===== src/rtl/bp_pkg.sv =====
// Shared types and defaults for the branch resolution slice.
// Latency: n/a (declarations only).
// Backpressure: n/a.
// Contents: pred_info_t slot record, default PC_STEP and CNT_W.
package bp_pkg;

  // Default fall-through increment for sequential fetch.
  localparam logic [31:0] PC_STEP = 32'd4;

  // Default width of the statistics counters.
  localparam int CNT_W = 32;

  // One pipeline slot: the fetched PC plus what the BTB said about it.
  typedef struct packed {
    logic        valid;
    logic [31:0] pc;
    logic        pred_taken;
    logic [31:0] pred_target;
  } pred_info_t;

endpackage


===== src/rtl/branch_resolve_unit_sat_counter.sv =====
// Saturating up-counter: increments on inc, sticks at all-ones.
// Latency: count reflects an increment one cycle after inc is sampled.
// Backpressure: none; inc is ignored once saturated.
// Ports: clk, rst (async, active-high), inc (increment request), count (current value).
module sat_counter #(
  parameter int W = 32
) (
  input  logic         clk,
  input  logic         rst,
  input  logic         inc,
  output logic [W-1:0] count
);

  logic [W-1:0] count_q;
  logic [W-1:0] count_d;

  always_comb begin
    count_d = count_q;
    if (inc && (count_q != {W{1'b1}})) begin
      count_d = count_q + W'(1);
    end
  end

  always_ff @(posedge clk or posedge rst) begin
    if (rst) begin
      count_q <= '0;
    end else begin
      count_q <= count_d;
    end
  end

  assign count = count_q;

endmodule


===== src/rtl/branch_resolve_unit.sv =====
// Branch resolution: tracks BTB predictions through IF/ID and ID/EX, flags mispredicts, writes the BTB back.
// Latency: mispredict/redirect_pc combinational in EX; BTB update registered, visible one cycle after resolve.
// Backpressure: stall_id/stall_ex hold their slots; a resolving mispredict overrides stalls and flushes.
// Ports: clk, rst; IF-side PC + BTB prediction; stall_id/stall_ex/flush_id pipeline control;
//        EX outcome (ex_is_branch/ex_taken/ex_target); mispredict + redirect_pc; registered btb_* update;
//        branch_cnt / mispredict_cnt saturating statistics.
module branch_resolve_unit #(
  parameter int          CNT_W   = bp_pkg::CNT_W,
  parameter logic [31:0] PC_STEP = bp_pkg::PC_STEP
) (
  input  logic             clk,
  input  logic             rst,
  input  logic [31:0]      if_pc,
  input  logic             if_btb_hit,
  input  logic             if_btb_br,
  input  logic [31:0]      if_pred_target,
  input  logic             stall_id,
  input  logic             stall_ex,
  input  logic             flush_id,
  input  logic             ex_is_branch,
  input  logic             ex_taken,
  input  logic [31:0]      ex_target,
  output logic             mispredict,
  output logic [31:0]      redirect_pc,
  output logic             btb_write,
  output logic             btb_br,
  output logic [31:0]      btb_pc_wr,
  output logic [31:0]      btb_pc_predict_wr,
  output logic [CNT_W-1:0] branch_cnt,
  output logic [CNT_W-1:0] mispredict_cnt
);

  import bp_pkg::*;

  pred_info_t ifid_q, ifid_d;
  pred_info_t idex_q, idex_d;

  logic        res;
  logic [31:0] fallthru;
  logic        upd_vld;
  logic        upd_br;
  logic [31:0] upd_tgt;

  logic        btb_write_q;
  logic        btb_br_q, btb_br_d;
  logic [31:0] btb_pc_wr_q, btb_pc_wr_d;
  logic [31:0] btb_tgt_q, btb_tgt_d;

  // A slot resolves only when EX is valid and allowed to advance.
  assign res      = idex_q.valid & ~stall_ex;
  assign fallthru = idex_q.pc + PC_STEP;

  // Resolution: compare prediction with outcome, choose redirect and the BTB write data.
  always_comb begin
    mispredict  = 1'b0;
    redirect_pc = '0;
    upd_vld     = 1'b0;
    upd_br      = 1'b0;
    upd_tgt     = fallthru;
    if (res) begin
      if (ex_is_branch) begin
        upd_vld    = 1'b1;
        upd_br     = ex_taken;
        upd_tgt    = ex_taken ? ex_target : idex_q.pred_target;
        mispredict = (ex_taken != idex_q.pred_taken) |
                     (ex_taken & idex_q.pred_taken & (ex_target != idex_q.pred_target));
        if (mispredict) begin
          redirect_pc = ex_taken ? ex_target : fallthru;
        end
      end else if (idex_q.pred_taken) begin
        // BTB entry aliased onto a non-branch: undo the bogus redirect and demote the entry.
        mispredict  = 1'b1;
        redirect_pc = fallthru;
        upd_vld     = 1'b1;
        upd_br      = 1'b0;
        upd_tgt     = fallthru;
      end
    end
  end

  // Slot next-state: a mispredict outranks every stall and flush.
  always_comb begin
    ifid_d = ifid_q;
    if (flush_id || mispredict) begin
      ifid_d.valid = 1'b0;
    end else if (!stall_id) begin
      ifid_d.valid       = 1'b1;
      ifid_d.pc          = if_pc;
      ifid_d.pred_taken  = if_btb_hit & if_btb_br;
      ifid_d.pred_target = if_pred_target;
    end

    idex_d = idex_q;
    if (mispredict) begin
      idex_d.valid = 1'b0;
    end else if (!stall_ex) begin
      if (stall_id) begin
        idex_d.valid = 1'b0;  // ID held: push a bubble into EX
      end else begin
        idex_d = ifid_q;
      end
    end
  end

  // BTB data registers keep their last values when no update is issued.
  always_comb begin
    btb_br_d    = btb_br_q;
    btb_pc_wr_d = btb_pc_wr_q;
    btb_tgt_d   = btb_tgt_q;
    if (upd_vld) begin
      btb_br_d    = upd_br;
      btb_pc_wr_d = idex_q.pc;
      btb_tgt_d   = upd_tgt;
    end
  end

  always_ff @(posedge clk or posedge rst) begin
    if (rst) begin
      ifid_q      <= '0;
      idex_q      <= '0;
      btb_write_q <= 1'b0;
      btb_br_q    <= 1'b0;
      btb_pc_wr_q <= '0;
      btb_tgt_q   <= '0;
    end else begin
      ifid_q      <= ifid_d;
      idex_q      <= idex_d;
      btb_write_q <= upd_vld;
      btb_br_q    <= btb_br_d;
      btb_pc_wr_q <= btb_pc_wr_d;
      btb_tgt_q   <= btb_tgt_d;
    end
  end

  assign btb_write         = btb_write_q;
  assign btb_br            = btb_br_q;
  assign btb_pc_wr         = btb_pc_wr_q;
  assign btb_pc_predict_wr = btb_tgt_q;

  sat_counter #(.W(CNT_W)) u_branch_cnt (
    .clk   (clk),
    .rst   (rst),
    .inc   (res & ex_is_branch),
    .count (branch_cnt)
  );

  sat_counter #(.W(CNT_W)) u_mispredict_cnt (
    .clk   (clk),
    .rst   (rst),
    .inc   (res & mispredict),
    .count (mispredict_cnt)
  );

endmodule


===== config.mk =====
export PLATFORM = sky130hd
export DESIGN_NAME = branch_resolve_unit
export DESIGN_NICKNAME = d
export VERILOG_FILES = /design/src/rtl/bp_pkg.sv /design/src/rtl/branch_resolve_unit_sat_counter.sv /design/src/rtl/branch_resolve_unit.sv
export SDC_FILE = /design/constraint.sdc
export NUM_CORES = 1
export LEC_CHECK = 0
export ABC_AREA = 1
export BUFFER_PORTS_ARGS = -buffer_cell sky130_fd_sc_hd__buf_2
export CORE_UTILIZATION = 35
export CTS_CLUSTER_DIAMETER = 80
export DETAILED_ROUTE_END_ITERATION = 6
export GPL_ROUTABILITY_DRIVEN = 0
export PLACE_DENSITY_LB_ADDON = 0.15
export SLEW_MARGIN = 20
export SYNTH_ARGS = -nofsm -noshare
export SYNTH_HDL_FRONTEND = slang
export SYNTH_SLANG_ARGS = --single-unit

===== constraint.sdc =====
create_clock -name clk -period 24.1 [get_ports clk]
set_input_delay 7.23 -clock clk [delete_from_list [all_inputs] [get_ports clk]]
set_output_delay 7.23 -clock clk [all_outputs]
set_load 0.01 [all_outputs]

==> impl_results.md, run 1 <==
- Post-synthesis cell area: between 10000 and 15000 um^2
- Number of vias after detailed routing: 13200
- Setup repair after global routing missed its margin: no
- Class of the most critical hold timing path: flip-flop to flip-flop
- Final std cell area, no fill: 16700 um^2
- Critical path start-end classification: input port to output pin
- Count of pins on the block boundary: ~270
- Die boundary height: slightly above 200 um
- Worst hold slack: 469 ps
- Effective utilization at floorplan: 35.8%
- Synthesized instance count: about 1900
- Max transition margin: 28.4%
- Max-capacitance violation count: 0
- Remaining antenna violation count after routing: 0
- Hold violation count in the final report: 0
- Area growth from synthesis to layout: 19.8%
- Number of search-and-repair iterations in the first detailed-routing pass: 5
- Share of synthesized registers carrying an async set or reset: between 90% and 100%
- Overflow after GRT: 0
- Outcome: finished clean
- Library cell occupying the most area in the post-synthesis netlist: dfrtp_1
- Number of vias per cell: 5.04
- WL per Instance: 18.2 um
- Share of cells above drive strength 1: 17.0%
- Reg2Reg Depth: 14
- Area of the placeable core: 39000 um^2
- Wire length of the first global-routing pass: 73700 um
- Yosys cell types: 37
- Avg Inst Size Synth: between 7 and 8 um^2
- Number of enable flip-flop cells after synthesis: 0
- Met3 usage in global routing: under 10%
- Leading cell type by number of instances after synthesis: nand2_1
- Clock latency at the later pin of the worst-skew pair: 580 ps
- # resized after CTS: 0
- Power per unit of standard cell area: approximately 84 nW/um^2
- DRC errors left: 0
- Total area of multi-input combinational cells: 6520 um^2
- Hold Path Stages: 2
- IR drop worst, VDD: about 48 uV
- Ys flop type: dfrtp_1
- Leading cell types by total area after synthesis: dfrtp_1, nand2_1, nand3_1, xor2_1, nand4_1
- Standby leakage power: 8.85 nW
- Summed negative setup slack over all endpoints: 0 ps
- Clock sinks: 262
- Largest fanout of any net on the critical path: 97
- Overall track demand over capacity in global routing: between 20% and 30%
- Nets in the synthesized netlist: 1962
- Max-slew violation count: 0
- Final standard cell utilization of the core: 42.9%
- Worst path arrival time: around 11000 ps
- Fin crit share: 74.8%
- Sequential cell area fraction in the yosys report: 46.9%
- Slew at the pin closest to its max-slew limit: 1070 ps
- Highest attainable clock frequency: about 55 MHz
- Width of the die: ~200 um
- Detailed Route WL: 47600 um
- Pin count of the biggest net entering global routing: 184
- Number of setup buffers added after CTS: 0
- Number of cells in the design after placement: roughly 2600
- Worst Setup Start Kind: input port
- Via count of the first global-routing pass: 12400
- Setup clock skew after layout: 17.0 ps
- Global-route track usage on met2: about a third
- Count of input and output buffers: 267
- # rows: just over 70
- Ys Warns: 0
- Time the final worst path needs with I/O delays and setup: approximately 18000 ps
- Initial DRC Count: between 800 and 900
- Clk buf depth: 3
- Number of setup violations in the final report: 0
- H-tree depth: 1
- Top post-synthesis cells by count: nand2_1, dfrtp_1, nand3_1, inv_1, nor2_1
- WP data required: 16870 ps
- Critical Path Sink Type: output pin
- Fillcell total: 4067
- Sequential cell area: 6560 um^2
- Num CTS Buffers: 31
- Clock slew at reported path FFs: 60 ps
- Met1 Use GR: about 33%
- DIE AREA: 40700 um^2
- Instance area after placement: 15700 um^2
- Net count, final: between 2000 and 2500
- Dpl hpwl: 35400 um
- Total of hold buffers inserted after clock tree synthesis: 0
- Antenna violations before repair: 4
- Root Driver: clkbuf_16
- Final cell count without fillers: 2613
- Clock tree from TritonCTS: built
- Share of Yosys cell area claimed by the top area cell type: 46.9%
- Flip-flop and latch count after synthesis: 262
- Grt peak-use layer: met1
[path summary, 6_finish.rpt]
path | slack, ps | startpoint | to
max | 6070 | ex_taken | redirect_pc[24]
min | 470 | idex_q[34] | idex_q[34]
max reg2reg | 19900 | idex_q[28] | idex_q[25]
min reg2reg | 470 | idex_q[34] | idex_q[34]
max in group asynchronous | 15910 | rst | idex_q[37]
min in group asynchronous | 6720 | rst | u_branch_cnt.count[29]
[logic make-up after synthesis]
logic type	synth area share (%)
simple gates	34.2
fa+ha+maj	0.358
xor+xnor	6.45
buf+inv	6.67
flops	46.9
compound gates	5.37
[state kept, by name (all words and copies together), names as in the netlist]
| register | cells |
|---|---|
| u_branch_cnt.count | 32 |
| ifid_q | 66 |
| btb_pc_predict_wr | 32 |
| btb_pc_wr | 32 |
| u_mispredict_cnt.count | 32 |
| btb_write | 1 |
| btb_br | 1 |
| idex_q | 66 |
[routing by layer]
metal | up-vias | wire length, um
met5 | - | 13
met4 | 2 | 2420
met3 | 108 | 3010
met2 | 460 | 20100
met1 | 6168 | 22000
li1 | 6437 | -
[placed cells by master (no fill, tap or decap), drive strengths merged]
master | Yosys | layout
nand2 | 702 | 702
buf | 37 | 280
dfrtp | 262 | 262
nand3 | 159 | 159
inv | 127 | 128
nor2 | 114 | 114
nand4 | 80 | 80
o21ai | 78 | 78
xor2 | 66 | 66
nor3 | 46 | 46
clkbuf | 61 | 43
xnor2 | 37 | 37
a21oi | 21 | 21
nor4 | 16 | 16
a22o | 10 | 10
o211ai | 9 | 9
clkinv | 2 | 8
a31oi | 6 | 6
a211oi | 4 | 4
or2 | 4 | 4
ha | 4 | 4
bufinv | 0 | 4
diode | 0 | 3
clkinvlp | 0 | 3
and3 | 2 | 2
o2111ai | 2 | 2
o21bai | 1 | 1
nor3b | 1 | 1
nand3b | 1 | 1
o31ai | 1 | 1
[where the power goes]
group / switching [mW] / internal (mW) / leakage (nW)
clock: 0.193 / 0.300 / 0.524
sequential: 0.0840 / 0.530 / 3.37
combinational: 0.195 / 0.113 / 4.96
[through the flow]
step / total power, mW / worst slack [ps]
6_report: 1.41 / 6070
3_5_place_dp: 0.930 / 6100
2_1_floorplan: 0.773 / 8370
5_1_grt: 1.49 / 5770
3_3_place_gp: 0.926 / 6170
4_1_cts: 1.43 / 6100
[critical path: stages]
cell and delay (ps):
buf_2 70, buf_4 530, ha_1 340, inv_1 70
nand3_1 650, nand2_4 730, buf_4 790, nor2_1 110
buf_2 180
[final cells by class]
class	count	share of cell area (%)
clock buffer	43	5.32
inverter	129	2.94
antenna	3	0.0448
sequential	262	39.1
multi-input combinational	1364	38.9
clock inverter	14	1.13
timing repair buffer	280	8.64
tap	518	3.87
No activity file was read; power rests on OpenSTA's default activity.
==> run 2: changes to the inputs <==
Settings changed: ABC_AREA 1 to 0.
Clock period 24.1 ns to 16.4 ns, I/O delays scaled along.
==> run 2 against run 1 <==
Setup slack got worse by 2300 ps. Worst hold slack got worse by 2.2 ps. Critical path depth decreased by 3. Sequential power increased by 56%. Design area decreased by 8.4%. Die area decreased by 11%. Total power increased by 58%. Non-clock buffer count decreased by 2. Synthesized area decreased by 11%. Critical endpoint is now redirect_pc[29].
==> impl_results.md, run 2 <==
- Outcome: finished clean (unchanged)
- Clock latency at the later pin of the worst-skew pair: 510 ps (was 580 ps)
- Instance area after placement: 14200 um^2 (was 15700 um^2)
- Main combinational cell family by area after synthesis: multiplexers (was simple AND/OR/NAND/NOR gates)
- Remaining antenna violation count after routing: 0 (unchanged)
- Final std cell area, no fill: 15300 um^2 (was 16700 um^2)
- Overall track demand over capacity in global routing: 20.8% (was 23.1%)
- Max transition margin: 33.2% (was 28.4%)
- Reg2reg end: idex_q[13] (was idex_q[25])
- Worst stage delay on the critical path: 960 ps (was 790 ps)
- Standby leakage power: 7.42 nW (was 8.85 nW)
- Clock slew at reported path FFs: 50 ps (was 60 ps)
- Clock sinks: 262 (unchanged)
- Number of vias after detailed routing: 9619 (was 13200)
- Slew at the pin closest to its max-slew limit: 1000 ps (was 1070 ps)
- Setup clock skew after layout: 12.8 ps (was 17.0 ps)
- Nets in the synthesized netlist: 1239 (was 1962)
- Portion of netlist area occupied by mux cells: 15.1% (was 0%)
- Antenna violations before repair: 5 (was 4)
- Largest registers ranked by flip-flop count: idex_q (66), ifid_q (66) (unchanged)
- Area of the placeable core: 34800 um^2 (was 39000 um^2)
- Largest fanout of any net on the critical path: 44 (was 97)
- Sequential cell area fraction in the yosys report: 52.5% (was 46.9%)
- Flip-flop and latch count after synthesis: 262 (unchanged)
- WL per Instance: 20.3 um (was 18.2 um)
- Leading cell type by number of instances after synthesis: dfrtp_1 (was nand2_1)
- Count of pins on the block boundary: 268 (unchanged)
- WP data required: 11480 ps (was 16870 ps)
- Via count of the first global-routing pass: 9483 (was 12400)
- Hold Path Stages: 2 (unchanged)
- Leading cell types by total area after synthesis: dfrtp_1, mux2_2, xnor2_1, nand2_1, mux2_4 (was dfrtp_1, nand2_1, nand3_1, xor2_1, nand4_1)
- Top cell by count, worst path: buf_2
- IR drop worst, VDD: 67.5 uV (was 48.1 uV)
- Yosys cell types: 44 (was 37)
- Pin count of the biggest net entering global routing: 119 (was 184)
- Worst Setup Start Kind: input port (unchanged)
- Num CTS Buffers: 34 (was 31)
- Share of synthesized registers carrying an async set or reset: 100% (unchanged)
- Power per unit of standard cell area: 146 nW/um^2 (was 84.5 nW/um^2)
- # resized after CTS: 0 (unchanged)
- Fin crit share: approximately 77%
- Number of setup buffers added after CTS: 0 (unchanged)
- Origin of the worst min-delay path: btb_pc_wr[21] (was idex_q[34])
- Net count, final: 1492 (was 2177)
- Worst reg2reg startpoint: idex_q[21] (was idex_q[28])
- Ys flop type: dfrtp_1 (unchanged)
- Max-slew violation count: 0 (unchanged)
- Worst path arrival time: 7750 ps (was 10800 ps)
- Flop-to-flop setup slack: 12620 ps (was 19900 ps)
- Number of vias per cell: 5.16 (was 5.04)
- Detailed Route WL: 37900 um (was 47600 um)
- Simple-gate portion of the synthesized area: 14.5% (was 34.2%)
- Worst-path cell chain: buf_2 -> buf_4 -> nand2_1 -> nor2_1 -> o221a_2 -> buf_2 (was buf_2 -> buf_4 -> ha_1 -> inv_1 -> nand3_1 -> nand2_4 -> buf_4 -> nor2_1 -> buf_2)
- Avg Inst Size Synth: 11.1 um^2 (was 7.54 um^2)
- Most common cell after layout, fill and taps aside: buf_2 (was nand2_1)
- Highest attainable clock frequency: 78.9 MHz
- Critical Path Sink Type: output pin (unchanged)
- Slowest stage cell on the critical path: nor2_1 (was buf_4)
- Library cell occupying the most area in the post-synthesis netlist: dfrtp_1 (unchanged)
- Area growth from synthesis to layout: 22.8% (was 19.8%)
- Initial DRC Count: 375 (was 871)
- DRC errors left: 0 (unchanged)
- Count of input and output buffers: 267 (unchanged)
- H-tree depth: 2 (was 1)
- Total of hold buffers inserted after clock tree synthesis: 0 (unchanged)
- Critical path start-end classification: input port to output pin (unchanged)
- Overflow after GRT: 0 (unchanged)
- Post-synthesis cell area: 12500 um^2 (was 14000 um^2)
- # rows: 68 (was 72)
- Xor and xnor area share after synthesis: 8.56% (was 6.45%)
- Clock tree from TritonCTS: built (unchanged)
- Root Driver: clkbuf_16 (unchanged)
- Wire length of the first global-routing pass: 57600 um (was 73700 um)
- Clk buf depth: 3 (unchanged)
- Area share of fa/ha/maj cells after synthesis: 0.401% (was 0.358%)
- Number of enable flip-flop cells after synthesis: 0 (unchanged)
- Max-capacitance violation count: 0 (unchanged)
- Hold violation count in the final report: 0 (unchanged)
- Top post-synthesis cells by count: dfrtp_1, nand2_1, mux2_2, xnor2_1, nor2_1 (was nand2_1, dfrtp_1, nand3_1, inv_1, nor2_1)
- Setup repair after global routing missed its margin: no (unchanged)
- Number of search-and-repair iterations in the first detailed-routing pass: 5 (unchanged)
- Compound-gate portion of the synthesized area: 6.20% (was 5.37%)
- Summed negative setup slack over all endpoints: 0 ps (unchanged)
- Die boundary height: 191 um (was 202 um)
- Dpl hpwl: 27000 um (was 35400 um)
- Synthesized instance count: 1130 (was 1853)
- Reg2Reg Depth: 9 (was 14)
- Overall power after layout: 2.23 mW (was 1.41 mW)
- Capture endpoint of the worst hold path: btb_pc_wr[21] (was idex_q[34])
- Effective utilization at floorplan: 35.9% (was 35.8%)
- Ys Warns: 0 (unchanged)
- Share of cells above drive strength 1: 33.9% (was 17.0%)
- Time the final worst path needs with I/O delays and setup: 12670 ps
- Class of the most critical hold timing path: flip-flop to flip-flop (unchanged)
- DIE AREA: 36400 um^2 (was 40700 um^2)
- Share of Yosys cell area claimed by the top area cell type: 52.5% (was 46.9%)
- Width of the die: 191 um (was 202 um)
- Number of setup violations in the final report: 0 (unchanged)
- Final standard cell utilization of the core: 44.1% (was 42.9%)
- Most used cells in the layout excluding fill and tap cells: buf_2, dfrtp_1, nand2_1, mux2_2, xnor2_1 (was nand2_1, buf_2, dfrtp_1, nand3_1, inv_1)
-- run 2: changes by cell type in the layout (fill, tap and decap cells not counted), moves of 21 or more --
cell | before | now
mux2i_1 | 0 | 28
nand3_1 | 156 | 41
nor2_1 | 107 | 56
xnor2_1 | 37 | 77
nand2_1 | 698 | 172
o21ai_0 | 78 | 42
mux2_2 | 0 | 91
nand4_1 | 80 | 30
mux2_4 | 0 | 39
inv_1 | 123 | 9
xor2_1 | 66 | 45
-- run 2: per-stage QoR --
stage | hold WS (ps) | instances | setup WS [ps]
2_1_floorplan | 461 | 1130 | 4270
3_3_place_gp | 454 | 1802 | 3870
3_5_place_dp | 458 | 1802 | 3760
4_1_cts | 473 | 1862 | 3760
5_1_grt | 492 | 1862 | 3560
6_report | 466 | 1865 | 3730
-- run 2: critical path, delay by kind of cell --
family | cells | cell delay (ps)
AOI/OAI and AO/OA | 1 | 360
buffers and inverters | 3 | 720
and+or+nand+nor | 2 | 1690
-- run 2: report_power, final --
group | leakage (nW) | total, mW | internal (mW) | switching (mW)
Sequential | 3.26 | 0.957 | 0.812 | 0.145
Combinational | 3.61 | 0.546 | 0.253 | 0.294
Clock | 0.548 | 0.729 | 0.449 | 0.280
Total | 7.42 | 2.23 | 1.51 | 0.718
-- run 2: layout make-up --
cell class                 count  area [um^2]
fill                        3376        19500
tap                          455          569
multi-input combinational    795         5630
clock inverter                 9         73.8
antenna                        3         7.51
inverter                      12         52.6
sequential                   262         6560
clock buffer                  51         1030
timing repair buffer         278         1420
-- run 2: cells by family (layout without fill, tap and decap cells) --
kind of cell	Yosys count	after routing
and+or+nand+nor	391	391
adders and majority gates	4	4
muxes	158	158
buffers and inverters	73	350
xor gates and xnor gates	122	122
AOI/OAI and AO/OA	120	120
DFF	262	262
other	0	3
-- run 2: how the worst max path moves through the flow --
stage / start / end / slack (ps) / cells past startpoint
2_1_floorplan: rst / btb_br / 4270 / 1
3_3_place_gp: ex_taken / redirect_pc[29] / 3870 / 6
3_5_place_dp: ex_taken / redirect_pc[29] / 3760 / 6
4_1_cts: ex_taken / redirect_pc[29] / 3760 / 6
5_1_grt: ex_taken / redirect_pc[12] / 3560 / 7
6_report: ex_taken / redirect_pc[29] / 3730 / 6
-- run 2: per-layer routing --
metal  track usage, %  vias up  wire length, um
li1                 -     4452                -
met1             28.5     4798            17000
met2             33.4      319            17600
met3             4.17       48             2560
met4             5.38        2              733
met5                0        -               10
